### src/rtl/mem_load_arbiter.sv
// Shares the unified memory write/address port between the core MEM stage and a byte-stream
// program loader; holds the core while a load packs bytes little-endian into sequential words.
module mem_load_arbiter #(
    parameter int                    ADDR_WIDTH         = 32,
    parameter int                    WORD_WIDTH_IN_BYTE = 4,
    parameter logic [ADDR_WIDTH-1:0] LOAD_BASE_ADDR     = '0,
    parameter int                    HOLD_RELEASE_DELAY = 2
) (
    input  logic                            clk,
    input  logic                            reset,
    input  logic                            i_load_start,
    input  logic [ADDR_WIDTH-1:0]           i_load_len,
    input  logic                            i_ld_valid,
    input  logic [7:0]                      i_ld_data,
    output logic                            o_ld_ready,
    output logic                            o_load_busy,
    output logic                            o_load_done,
    output logic                            o_core_hold,
    input  logic                            i_core_wr_en,
    input  logic [3:0]                      i_core_wr_width,
    input  logic [ADDR_WIDTH-1:0]           i_core_addr,
    input  logic [WORD_WIDTH_IN_BYTE*8-1:0] i_core_wr_data,
    output logic                            o_mem_wr_en,
    output logic [3:0]                      o_mem_wr_width,
    output logic [ADDR_WIDTH-1:0]           o_mem_addr,
    output logic [WORD_WIDTH_IN_BYTE*8-1:0] o_mem_wr_data,
    output logic                            o_err_core_wr
);

    localparam int DW     = WORD_WIDTH_IN_BYTE * 8;
    localparam int LANE_W = (WORD_WIDTH_IN_BYTE > 1) ? $clog2(WORD_WIDTH_IN_BYTE) : 1;
    localparam int CNT_W  = (HOLD_RELEASE_DELAY > 1) ? $clog2(HOLD_RELEASE_DELAY) : 1;

    typedef enum logic [1:0] {S_IDLE, S_COLLECT, S_WRITE, S_RELEASE} state_t;

    state_t                  r_state;
    state_t                  w_next;
    logic [ADDR_WIDTH-1:0]   r_len;
    logic [ADDR_WIDTH-1:0]   r_addr;
    logic [ADDR_WIDTH-1:0]   r_byte_cnt;
    logic [DW-1:0]           r_buf;
    logic [CNT_W-1:0]        r_rel_cnt;
    logic                    r_load_done;
    logic                    r_err_core_wr;

    logic                    w_hs;
    logic [LANE_W-1:0]       w_lane;
    logic                    w_word_full;
    logic                    w_last_byte;
    logic                    w_rel_final;

    assign w_hs        = i_ld_valid && (r_state == S_COLLECT);
    assign w_lane      = r_byte_cnt[LANE_W-1:0];
    assign w_word_full = (w_lane == LANE_W'(WORD_WIDTH_IN_BYTE - 1));
    assign w_last_byte = ((r_byte_cnt + ADDR_WIDTH'(1)) == r_len);
    assign w_rel_final = (r_rel_cnt == CNT_W'(HOLD_RELEASE_DELAY - 1));

    always_ff @(posedge clk) begin
        if (reset) r_state <= S_IDLE;
        else       r_state <= w_next;
    end

    always_comb begin
        w_next = r_state;
        case (r_state)
            S_IDLE:    if (i_load_start && (i_load_len != '0)) w_next = S_COLLECT;
            S_COLLECT: if (w_hs && (w_word_full || w_last_byte)) w_next = S_WRITE;
            S_WRITE:   w_next = (r_byte_cnt == r_len) ? S_RELEASE : S_COLLECT;
            S_RELEASE: if (w_rel_final) w_next = S_IDLE;
            default:   w_next = S_IDLE;
        endcase
    end

    // Datapath registers; a zero-length request only produces the completion pulse.
    always_ff @(posedge clk) begin
        if (reset) begin
            r_len         <= '0;
            r_addr        <= '0;
            r_byte_cnt    <= '0;
            r_buf         <= '0;
            r_rel_cnt     <= '0;
            r_load_done   <= 1'b0;
            r_err_core_wr <= 1'b0;
        end else begin
            r_load_done   <= 1'b0;
            r_err_core_wr <= (r_state != S_IDLE) && i_core_wr_en;
            case (r_state)
                S_IDLE: begin
                    if (i_load_start) begin
                        if (i_load_len != '0) begin
                            r_len      <= i_load_len;
                            r_addr     <= LOAD_BASE_ADDR;
                            r_byte_cnt <= '0;
                            r_buf      <= '0;
                            r_rel_cnt  <= '0;
                        end else begin
                            r_load_done <= 1'b1;
                        end
                    end
                end
                S_COLLECT: begin
                    if (w_hs) begin
                        r_buf[{w_lane, 3'b000} +: 8] <= i_ld_data;
                        r_byte_cnt <= r_byte_cnt + ADDR_WIDTH'(1);
                    end
                end
                S_WRITE: begin
                    r_addr    <= r_addr + ADDR_WIDTH'(WORD_WIDTH_IN_BYTE);
                    r_buf     <= '0;
                    r_rel_cnt <= '0;
                end
                S_RELEASE: begin
                    r_rel_cnt <= r_rel_cnt + CNT_W'(1);
                    if (w_rel_final) r_load_done <= 1'b1;
                end
                default: ;
            endcase
        end
    end

    // Idle is a zero-latency pass-through; otherwise the loader owns the port.
    always_comb begin
        o_ld_ready     = 1'b0;
        o_mem_wr_en    = 1'b0;
        o_mem_wr_width = 4'(WORD_WIDTH_IN_BYTE);
        o_mem_addr     = r_addr;
        o_mem_wr_data  = r_buf;
        case (r_state)
            S_IDLE: begin
                o_mem_wr_en    = i_core_wr_en;
                o_mem_wr_width = i_core_wr_width;
                o_mem_addr     = i_core_addr;
                o_mem_wr_data  = i_core_wr_data;
            end
            S_COLLECT: o_ld_ready  = 1'b1;
            S_WRITE:   o_mem_wr_en = 1'b1;
            default: ;
        endcase
    end

    assign o_load_busy   = (r_state != S_IDLE);
    assign o_core_hold   = (r_state != S_IDLE);
    assign o_load_done   = r_load_done;
    assign o_err_core_wr = r_err_core_wr;

endmodule
### config.mk
export PLATFORM = sky130hd
export DESIGN_NAME = mem_load_arbiter
export DESIGN_NICKNAME = d
export VERILOG_FILES = /design/src/rtl/mem_load_arbiter.sv
export SDC_FILE = /design/constraint.sdc
export NUM_CORES = 1
export LEC_CHECK = 0
export BUFFER_PORTS_ARGS = -buffer_cell sky130_fd_sc_hd__clkbuf_2
export CORE_ASPECT_RATIO = 1.2
export CORE_MARGIN = 2
export CORE_UTILIZATION = 50
export CTS_CLUSTER_SIZE = 14
export DETAILED_ROUTE_END_ITERATION = 16
export PLACE_DENSITY_LB_ADDON = 0.05
export SLEW_MARGIN = 20
export SYNTH_ARGS = -nofsm -noshare
export SYNTH_HDL_FRONTEND = slang
export SYNTH_SLANG_ARGS = --single-unit
### constraint.sdc
create_clock -name clk -period 3.9 [get_ports clk]
set_input_delay 0.585 -clock clk [delete_from_list [all_inputs] [get_ports clk]]
set_output_delay 0.585 -clock clk [all_outputs]
set_load 0.01 [all_outputs]
* Yosys cells after proc, flatten, opt, wreduce, memory -nomap -nowiden
Index checks and enable logic that the tools add are counted.
Widths: inputs -> output; s select.
** Cells by class
- Add/sub/neg operators :: 4
- Eq/ne operators :: 12
- Shifts and indexed selects :: 2
- Muxes and demuxes :: 25
- Reductions and logical operators :: 18
** Operator list (count)
- $mux 32 :: 6
- $pmux 32 s2 :: 2
- $pmux 32 s3 :: 1
- $eq 32x32->1 :: 2
- $add 32x1->32 const B :: 1
- $add 32x3->32 const B :: 1
- $bwmux 32 :: 1
- $reduce_bool 32->1 :: 1
- $shift 8x7->32 const A :: 1
- $shiftx 8x7->32 :: 1
- $reduce_and 3->1 :: 4
- $ne 2x2->1 const B :: 5
- $mux 2 :: 4
- $pmux 2 s4 :: 1
- $reduce_and 4->1 :: 2
- $neg 5->7 :: 1
- $eq 2x2->1 const B :: 3
- $mux 1 :: 6
- $reduce_bool 2->1 :: 3
- $reduce_bool 3->1 :: 2
- $logic_and 1x1->1 :: 4
- $mux 4 :: 1
- $pmux 1 s2 :: 2
- $pmux 1 s3 :: 1
- other kinds (5) :: 5
** Word-level totals
- Register bits after elaboration :: 133
- Input port bits :: 113
- Output and inout bits :: 74
- Logic and storage cells :: 69

* Logic depth before layout (Yosys ltp)
Gate-level depths: netlist of the first run.
- Depth in word-level cells :: 6
- Mapped depth :: 11
- Depth with buffers taken out :: 9

* Worst setup path after synthesis of the first run
Ideal clock, no wire load.
- Path type :: reg-to-reg
- Start point :: register r_byte_cnt[1]
- End point :: register r_state[0]
- Library setup time :: 0.129 ns
- Arrival time :: 2.557 ns
- Data required time :: 3.771 ns
- Slack :: 1.214 ns
- Cell stages (with the launch flop) :: 12
- Buffers on the path :: 2
- Clock period less this slack :: 2.686 ns
- Path through :: dfxtp_1 ha_1 buf_2 and4_1 clkbuf_1 nand4_1 and3_1 a2111oi_0 nand4b_1 nor4_4 o21ai_0 nor3b_2
** Between the ends
- Longest elaborated chain between the ends :: 6
- Elaborated cells between the ends (all ways) :: 7
- Classes of those cells :: add/sub (1); eq/ne (3); reduce/logical (3)
** Ends and longest elaborated chain
- start: declaration :: RTL line 40 : logic [ADDR_WIDTH-1:0] r_byte_cnt;
- start signal: assignment :: RTL line 104 : r_byte_cnt <= r_byte_cnt + ADDR_WIDTH'(1);
- $add 32x1->32 :: RTL line 55 : assign w_last_byte = ((r_byte_cnt + ADDR_WIDTH'(1)) == r_len);
- $eq 32x32->1 :: RTL line 55
- $logic_or 1x1->1 (*) :: RTL line 67 : S_COLLECT: if (w_hs && (w_word_full || w_last_byte)) w_next = S_WRITE;
- $logic_and 1x1->1 (*) :: RTL line 67
- $ne 2x1->1 (no line) (*)
- $reduce_and 3->1 (no line) (*)
- end signal: assignment :: RTL line 60 : else r_state <= w_next;
- end: declaration :: RTL line 36 : state_t r_state;
Every way passes the cells marked *; elsewhere a longest branch is shown, timed or not.
A chain may end at the register's enable or synchronous reset.

* Worst setup path in the final report of the first run
- Start point :: register r_byte_cnt[0]
- End point :: register r_state[0]
Same word-level chain as after synthesis.

==> run_results.csv, run 1 <==
group,metric,value,unit
outcome,status,"complete, no violations",
sta,final_max_slew_viol_count,0,
min_path,hold_end,"r_len[7]",
final_layout,fin_cells,1361,
grt,grt_max_degree,77,
sta,finalHoldViolCount,0,
power_and_ir_drop,p_comb_share,41.7,%
yosys,synth_enable_flop_cells,0,
power_and_ir_drop,p_sw,2.146,mW
route,ant_nets,0,
route,dr.first_iter.drc_count,501,
final_layout,final_area,9564,µm²
yosys,syn_inst,995,
route,vias,7650,
yosys,netlist_area,7861,µm²
floorplan,core-area,15510,µm²
min_path,hold_path_class,"in2reg",
floorplan,num_rows,50,
sta,rsz0062_at_grt,"false",
floorplan,die-area,16750,µm²
final_layout,nets,1264,
yosys,syn_avg_cell_area,7.901,µm²
grt,gr-total-overflow,0,
placed_design,dp_hpwl,16130,µm
yosys,synth-seq-cells,131,
critical_path,ff2ff_path_depth,9,
sta,fmax,285.5,MHz
critical_path,critPathKind,"reg2reg",
final_layout,fillerInstances,1464,
sta,min_period,3.503,ns
critical_path,worstPathMaxFanout,11,
critical_path,crit_path_start_kind,"flip-flop",
sta,tightestPinTransition,0.8496,ns
placed_design,place.gp.congestion,0.9630,
route,remaining_drc_errors,0,
run,max_cap_violations,0,
placed_design,post-place-ws,0.3955,ns
sta,setup_viol,0,
route,viasPerCell,5.621,
power_and_ir_drop,power_frac_clock,31.8,%
yosys,synthArstFlopShare,0,%
critical_path,arrival,3.79,ns
clocking,cts.clk_slew.worst_paths,0.06,ns
final_layout,register_area,2623,µm²
clocking,cts_tree,"yes",
clocking,cts_num_sinks,131,
sta,setup_tns,0,ns
min_path,hp-start,"i_load_len[7]",
clocking,ctsHoldBuffers,0,
yosys,synth_top_flop_cell,"dfxtp_1",
grt,track_usage,26.44,%
critical_path,timing.rr.end,"r_state[0]",
route,wl_per_cell,16.41,µm
placed_design,dp.cells,1329,
critical_path,cp-end-kind,"flip-flop",
final_layout,drive_gt1_share,26.11,%
critical_path,r2r_start,"r_byte_cnt[0]",
power_and_ir_drop,power_leakage,3.960,nW
sta,slew_headroom,43.36,%
critical_path,crit_required,4.19,ns
floorplan,ioPinCount,187,
min_path,hold_depth,3,
yosys,synth_fp_nets,1119,
power_and_ir_drop,ir_drop,372.4,µV
clocking,cts_root_buffer,"clkbuf_16",
power_and_ir_drop,p_int,3.569,mW
placed_design,place_area,8886,µm²
grt,grt_pass1_vias,6922,
yosys,yosysWarnings,0,
clocking,cts_buffers,17,
route,drt_wl_total,22330,µm
final_layout,utilization,61.65,%
sta,clock_skew,0.007819,ns
sta,hold_ws,0.4067,ns
route,top_layer,"met4",
yosys,synth_cell_types,61,
clocking,cts_max_level,4,
route,met3WireLength,1335,µm
placed_design,io_buffers,186,
floorplan,die_w,118.5,µm
sta,setup_ws,0.3972,ns
grt,grt_pass1_wl,35860,µm
clocking,cts.path.max_buffers,2,
route,dr_wl_met2,10140,µm
grt,antenna_found_initial,0,
route,met1_length,10330,µm
power_and_ir_drop,sw_frac_of_total,37.55,%
power_and_ir_drop,finalPower,5.715,mW
power_and_ir_drop,pwr-share-seq,26.6,%
floorplan,chipHeight,141.4,µm
final_layout,antenna_cells,0,
route,dr.pass1.iters,5,
final_layout,multi_input_area,4927,µm²
yosys,yosysSeqAreaShare,33.36,%
sta,period_share,89.81,%
final_layout,areaGrowthSynthToFinish,21.66,%
critical_path,r2r_setup_slack,0.40,ns
clocking,cts_setup_buffers,0,
floorplan,start_util,50.67,%
power_and_ir_drop,powerDensity,597.5,nW/µm²
clocking,clock_latency,0.43,ns
[per-layer routing]
layer	vias to the layer above	global-route usage, %
met2	264	41.01
li1	3832	-
met3	40	4.260
met4	0	10.71
met1	3514	36.75
met5	-	0
[logic make-up (layout without fill, tap and decap cells)]
group	count (synthesis)	count (layout)	synth area share (%)
buf+inv	86	244	4.393
mux	92	92	12.64
fa+ha+maj	11	11	1.751
compound gates	139	139	10.19
flops	131	131	33.36
xor+xnor	72	72	8.022
simple gates	464	464	29.65
[layout make-up]
type / instances / area share, %
Clock inverter: 14 / 2.355
Timing Repair Buffer: 195 / 10.73
Clock buffer: 18 / 4.592
Multi-Input combinational cell: 778 / 51.52
Sequential cell: 131 / 27.42
Tap cell: 208 / 2.721
Inverter: 17 / 0.6672
[registers in the layout (all words and copies together), names as in the netlist]
signal         count
r_buf             32
r_byte_cnt        32
r_len             32
r_addr            30
r_state            2
o_err_core_wr      1
o_load_done        1
r_rel_cnt          1
[synth_stat cells (all sizes together), types with 4 or more instances]
master / count / share of area, %
mux2: 58 / 8.3
or4: 7 / 0.76
mux2i: 34 / 4.3
and4: 11 / 1.2
and2: 14 / 1.1
o21ai: 26 / 1.7
buf: 25 / 1.5
a31oi: 4 / 0.32
nand3: 64 / 4.1
nand2b: 4 / 0.32
nor2b: 4 / 0.32
nand4b: 4 / 0.45
dfxtp: 131 / 33
nor4: 29 / 2.5
and3: 5 / 0.41
inv: 17 / 0.81
or3: 14 / 1.1
nand4: 33 / 2.8
nor2: 96 / 4.6
a21oi: 76 / 4.8
clkbuf: 44 / 2.1
nor3: 23 / 1.5
xnor2: 23 / 2.6
ha: 11 / 1.8
nand2: 139 / 6.6
xor2: 49 / 5.5
[placed cells by master, fill, tap and decap left out, types with 26 or more instances in the layout]
master / instances
o21ai_0: 26
dfxtp_1: 131
nor4_1: 28
clkbuf_2: 185
nor2_1: 96
xor2_1: 49
nand4_1: 32
nand3_1: 64
mux2i_1: 34
mux2_2: 58
a21oi_1: 76
nand2_1: 139
[critical path, stage by stage, from the launching register on]
cell and delay, ns:
dfxtp_1 0.59, ha_1 0.44, nand4_1 0.31, nor4_1 0.42
xnor2_1 0.12, a2111oi_1 0.62, nand4b_1 0.24, nor4_4 0.35
o21ai_0 0.11, nor3b_2 0.17
[power groups by stage]
stage	clock, mW	combinational (mW)	sequential, mW
floorplan	0	1.67	1.51
global placement	0	2.36	1.54
detailed placement	0	2.37	1.55
CTS	1.83	2.39	1.52
global route	1.89	2.63	1.53
finish	1.82	2.38	1.52
[worst max-delay path by stage]
stage | endpoint | cells after the start | slack (ns) | start
after floorplan | r_state[0] | 11 | 1.21 | r_byte_cnt[1]
after global placement | r_state[0] | 9 | 0.48 | r_byte_cnt[0]
after detailed placement | r_state[0] | 9 | 0.40 | r_byte_cnt[0]
after CTS | r_state[0] | 9 | 0.36 | r_byte_cnt[0]
after global routing | r_state[0] | 9 | 0.06 | r_byte_cnt[0]
final | r_state[0] | 9 | 0.40 | r_byte_cnt[0]
[what timing repair did]
item                       CTS  global route
hold endpoints to repair     0             0
setup endpoints to repair    0             2
gates resized for setup      0             1
Power figures use the tool's default switching activity.
==> run 2: changes to the inputs <==
--- a/constraint.sdc
+++ b/constraint.sdc
@@ -3,2 +3,2 @@
 set_output_delay 0.585 -clock clk [all_outputs]
-set_load 0.01 [all_outputs]
+set_load 0.02 [all_outputs]
==> run_results.csv, run 2 (synthesis results as in run 1) <==
group,metric,value,unit
placed_design,place.gp.congestion,1.007,
sta,min_period,3.505,ns
sta,rsz0062_at_grt,"false",
route,remaining_drc_errors,0,
sta,tightestPinTransition,0.8256,ns
placed_design,dp_hpwl,16030,µm
route,drt_wl_total,22030,µm
critical_path,critPathKind,"reg2reg",
power_and_ir_drop,ir_drop,478.9,µV
route,dr.pass1.iters,5,
clocking,cts_buffers,17,
critical_path,worstPathMaxFanout,11,
critical_path,arrival,3.80,ns
sta,setup_viol,0,
clocking,cts_max_level,4,
route,wl_per_cell,16.16,µm
final_layout,utilization,61.27,%
grt,grt_pass1_wl,35220,µm
power_and_ir_drop,sw_frac_of_total,40.69,%
route,viasPerCell,5.690,
final_layout,top_regs,"r_buf: 32 flops, r_byte_cnt: 32 flops, r_len: 32 flops",
clocking,clock_latency,0.43,ns
power_and_ir_drop,pwr-share-seq,26.4,%
grt,antenna_found_initial,0,
final_layout,fillerInstances,1502,
clocking,cts_num_sinks,131,
floorplan,die-area,16750,µm²
outcome,status,"complete, no violations",
floorplan,core-area,15510,µm²
run,max_cap_violations,0,
floorplan,chipHeight,141.4,µm
sta,fmax,285.3,MHz
final_layout,areaGrowthSynthToFinish,20.91,%
final_layout,final_common_cell,"clkbuf_2",
min_path,hold_path_class,"in2reg",
power_and_ir_drop,p_int,3.422,mW
route,dr.first_iter.drc_count,627,
power_and_ir_drop,power_leakage,3.934,nW
grt,grt_pass1_vias,6888,
sta,period_share,89.87,%
grt,grt_max_degree,76,
floorplan,ioPinCount,187,
final_layout,nets,1266,
power_and_ir_drop,powerDensity,606.9,nW/µm²
floorplan,num_rows,50,
critical_path,crit_required,4.19,ns
critical_path,crit_path_start_kind,"flip-flop",
critical_path,cp-end-kind,"flip-flop",
clocking,ctsResizeCount,0,
clocking,cts_root_buffer,"clkbuf_16",
final_layout,antenna_cells,0,
power_and_ir_drop,power_frac_clock,28.9,%
clocking,ctsHoldBuffers,0,
clocking,cts_tree,"yes",
sta,final_max_slew_viol_count,0,
power_and_ir_drop,p_sw,2.347,mW
grt,gr-total-overflow,0,
route,ant_nets,0,
sta,setup_tns,0,ns
clocking,cts.path.max_buffers,2,
floorplan,start_util,50.67,%
floorplan,die_w,118.5,µm
grt,track_usage,25.83,%
sta,clock_skew,0.008594,ns
power_and_ir_drop,p_comb_share,44.8,%
sta,finalHoldViolCount,0,
sta,slew_headroom,44.75,%
clocking,cts_setup_buffers,0,
placed_design,io_buffers,186,
clocking,cts.clk_slew.worst_paths,0.06,ns
final_layout,final_cell_mix,"clkbuf_2 (185), nand2_1 (139), dfxtp_1 (131)",
final_layout,drive_gt1_share,26.23,%
route,vias,7755,
## run 2: critical path: stages (launching register included)
cell and delay (ns):
dfxtp_1 0.58, ha_1 0.45, and4_1 0.41, nand4_1 0.22, and3_1 0.23, a2111oi_0 0.56, nand4b_1 0.24, nor4_4 0.38
o21ai_0 0.12, nor3b_2 0.16
## run 2: through the flow
step           instance area (µm²)  setup slack [ns]  cells  power [mW]  hold WS, ns
3_5_place_dp                  8876            0.4549   1331       4.124       0.4448
5_1_grt                       9505            0.1877   1363       6.090       0.4141
6_report                      9505            0.3951   1363       5.768       0.4096
4_1_cts                       9493            0.4441   1363       5.794       0.4052
3_3_place_gp                  8876            0.5376   1331       4.112       0.4398
2_1_floorplan                 7861             1.214    995       3.420       0.4294
## run 2: path summary, 6_finish.rpt
check / slack [ns] / from / endpoint / cells past startpoint
setup / recovery: 0.40 / r_byte_cnt[0] / r_state[0] / 9
setup reg to reg: 0.40 / r_byte_cnt[0] / r_state[0] / 9
hold / removal: 0.41 / i_load_len[8] / r_len[8] / 3
hold reg to reg: 0.45 / r_buf[22] / r_buf[22] / 2
## run 2: layout make-up
| type | instances | area, µm² | share of cell area, % |
|---|---|---|---|
| inverters | 17 | 63.81 | 0.6713 |
| multi-input cells | 778 | 4926 | 51.82 |
| well taps | 208 | 260.3 | 2.738 |
| clock inverters | 14 | 177.7 | 1.869 |
| repair buffers | 197 | 1016 | 10.69 |
| clock buffers | 18 | 439.2 | 4.620 |
| flip-flops and latches | 131 | 2623 | 27.59 |
## run 2: power groups by stage
| stage | logic, mW | clock network (mW) | registers [mW] |
|---|---|---|---|
| floorplan | 1.91 | 0 | 1.51 |
| finish | 2.58 | 1.67 | 1.52 |
| global placement | 2.57 | 0 | 1.54 |
| detailed placement | 2.58 | 0 | 1.55 |
| global route | 2.82 | 1.74 | 1.53 |
| CTS | 2.59 | 1.69 | 1.52 |
## run 2: layer usage
metal	track usage (%)	part of all wire [%]
met4	10.09	2.4
met5	0	0
met3	4.140	7.1
met2	40.89	45
met1	35.39	45
==> run 3: changes to the inputs <==
Settings changed: CTS_BUF_LIST set to sky130_fd_sc_hd__clkbuf_16.
==> run_results.csv, run 3 (synthesis results as in run 1) <==
group,metric,value,unit
critical_path,worstPathMaxFanout,11,
clocking,cts_buffers,17,
final_layout,final_cell_mix,"clkbuf_2 (185), nand2_1 (139), dfxtp_1 (131)",
min_path,hp-start,"i_load_len[8]",
critical_path,critPathKind,"reg2reg",
clocking,ctsHoldBuffers,0,
clocking,cts_tree,"yes",
grt,grt_pass1_vias,6872,
sta,fmax,285.0,MHz
floorplan,ioPinCount,187,
grt,gr-total-overflow,0,
route,dr.pass1.iters,5,
placed_design,post-place-ws,0.4549,ns
sta,min_period,3.509,ns
min_path,hold_depth,3,
power_and_ir_drop,ir_drop,479.2,µV
floorplan,chipHeight,141.4,µm
sta,tightestPinTransition,0.8251,ns
power_and_ir_drop,pwr-share-seq,26.5,%
route,wl_per_cell,16.15,µm
route,dr.first_iter.drc_count,540,
route,viasPerCell,5.658,
grt,track_usage,25.72,%
placed_design,dp_hpwl,16030,µm
critical_path,r2r_setup_slack,0.39,ns
final_layout,areaGrowthSynthToFinish,20.79,%
sta,period_share,89.97,%
sta,rsz0062_at_grt,"false",
sta,clock_skew,0.008731,ns
critical_path,crit_path_start_kind,"flip-flop",
floorplan,start_util,50.67,%
power_and_ir_drop,p_int,3.402,mW
outcome,status,"complete, no violations",
final_layout,final_common_cell,"clkbuf_2",
final_layout,antenna_cells,0,
route,drt_wl_total,22010,µm
sta,slew_headroom,44.79,%
run,max_cap_violations,0,
floorplan,core-area,15510,µm²
sta,hold_ws,0.4115,ns
power_and_ir_drop,sw_frac_of_total,40.82,%
sta,final_max_slew_viol_count,0,
sta,setup_ws,0.3912,ns
route,ant_nets,0,
route,vias,7712,
final_layout,drive_gt1_share,26.15,%
final_layout,nets,1266,
floorplan,num_rows,50,
grt,antenna_found_initial,0,
floorplan,die_w,118.5,µm
critical_path,arrival,3.80,ns
grt,grt_pass1_wl,35130,µm
route,remaining_drc_errors,0,
sta,setup_viol,0,
sta,setup_tns,0,ns
clocking,cts.path.max_buffers,2,
power_and_ir_drop,power_leakage,3.928,nW
clocking,ctsResizeCount,0,
min_path,hold_path_class,"in2reg",
placed_design,io_buffers,186,
critical_path,timing.rr.end,"r_state[0]",
clocking,cts_root_buffer,"clkbuf_16",
power_and_ir_drop,p_comb_share,44.9,%
power_and_ir_drop,power_frac_clock,28.7,%
clocking,cts.clk_slew.worst_paths,0.06,ns
placed_design,place.gp.congestion,1.007,
critical_path,ff2ff_path_depth,9,
clocking,cts_max_level,4,
critical_path,crit_required,4.19,ns
clocking,cts_num_sinks,131,
critical_path,r2r_start,"r_byte_cnt[0]",
critical_path,cp-end-kind,"flip-flop",
min_path,hold_end,"r_len[8]",
final_layout,top_regs,"r_buf: 32 flops, r_byte_cnt: 32 flops, r_len: 32 flops",
sta,finalHoldViolCount,0,
clocking,clock_latency,0.43,ns
clocking,cts_setup_buffers,0,
floorplan,die-area,16750,µm²
grt,grt_max_degree,76,
power_and_ir_drop,powerDensity,605.4,nW/µm²
power_and_ir_drop,p_sw,2.346,mW
-- run 3: cell types whose count changed in the layout (fill, tap and decap cells not counted) --
cell,before,now
clkinv_1,0,1
clkbuf_8,1,0
-- run 3: worst max path at each step --
| stage | from | slack, ns | depth (start not counted) | to |
|---|---|---|---|---|
| after floorplan | r_byte_cnt[1] | 1.21 | 11 | r_state[0] |
| after global placement | r_byte_cnt[0] | 0.54 | 9 | r_state[0] |
| after detailed placement | r_byte_cnt[0] | 0.45 | 9 | r_state[0] |
| after CTS | r_byte_cnt[0] | 0.44 | 9 | r_state[0] |
| after global routing | r_byte_cnt[0] | 0.19 | 9 | r_state[0] |
| final | r_byte_cnt[0] | 0.39 | 9 | r_state[0] |
-- run 3: final cells by class --
class	instances	area [µm²]
inverters	17	63.81
fillers	1502	6020
flip-flops and latches	131	2623
multi-input cells	778	4926
clock buffers	17	425.4
clock inverters	15	181.4
repair buffers	197	1016
well taps	208	260.3
-- run 3: critical path: stages, from the launching register on --
cell and delay (ns):
dfxtp_1 0.59, ha_1 0.45, and4_1 0.39, nand4_1 0.20
and3_1 0.23, a2111oi_0 0.58, nand4b_1 0.25, nor4_4 0.38
o21ai_0 0.12, nor3b_2 0.17
-- run 3: routing by layer --
layer  up-vias  share of wire [%]  global-route usage [%]
li1       3811                  -                       -
met1      3566                 45                   35.36
met2       288                 45                   40.77
met3        47                7.0                   4.140
met4         0                2.3                   9.586
met5         -                  0                       0
-- run 3: power by group through the flow --
stage	Combinational [mW]	Sequential, mW	Clock, mW
2_1_floorplan	1.91	1.51	0
3_3_place_gp	2.57	1.54	0
3_5_place_dp	2.58	1.55	0
4_1_cts	2.59	1.52	1.67
5_1_grt	2.82	1.53	1.72
6_report	2.58	1.52	1.65
-- run 3: through the flow --
stage	instance area, µm²	util [%]	cells	power (mW)
floorplan	7861	-	995	3.420
global placement	8876	57.21	1331	4.112
detailed placement	8876	57.21	1331	4.124
CTS	9483	61.12	1363	5.771
global route	9495	61.20	1363	6.068
finish	9495	61.20	1363	5.748
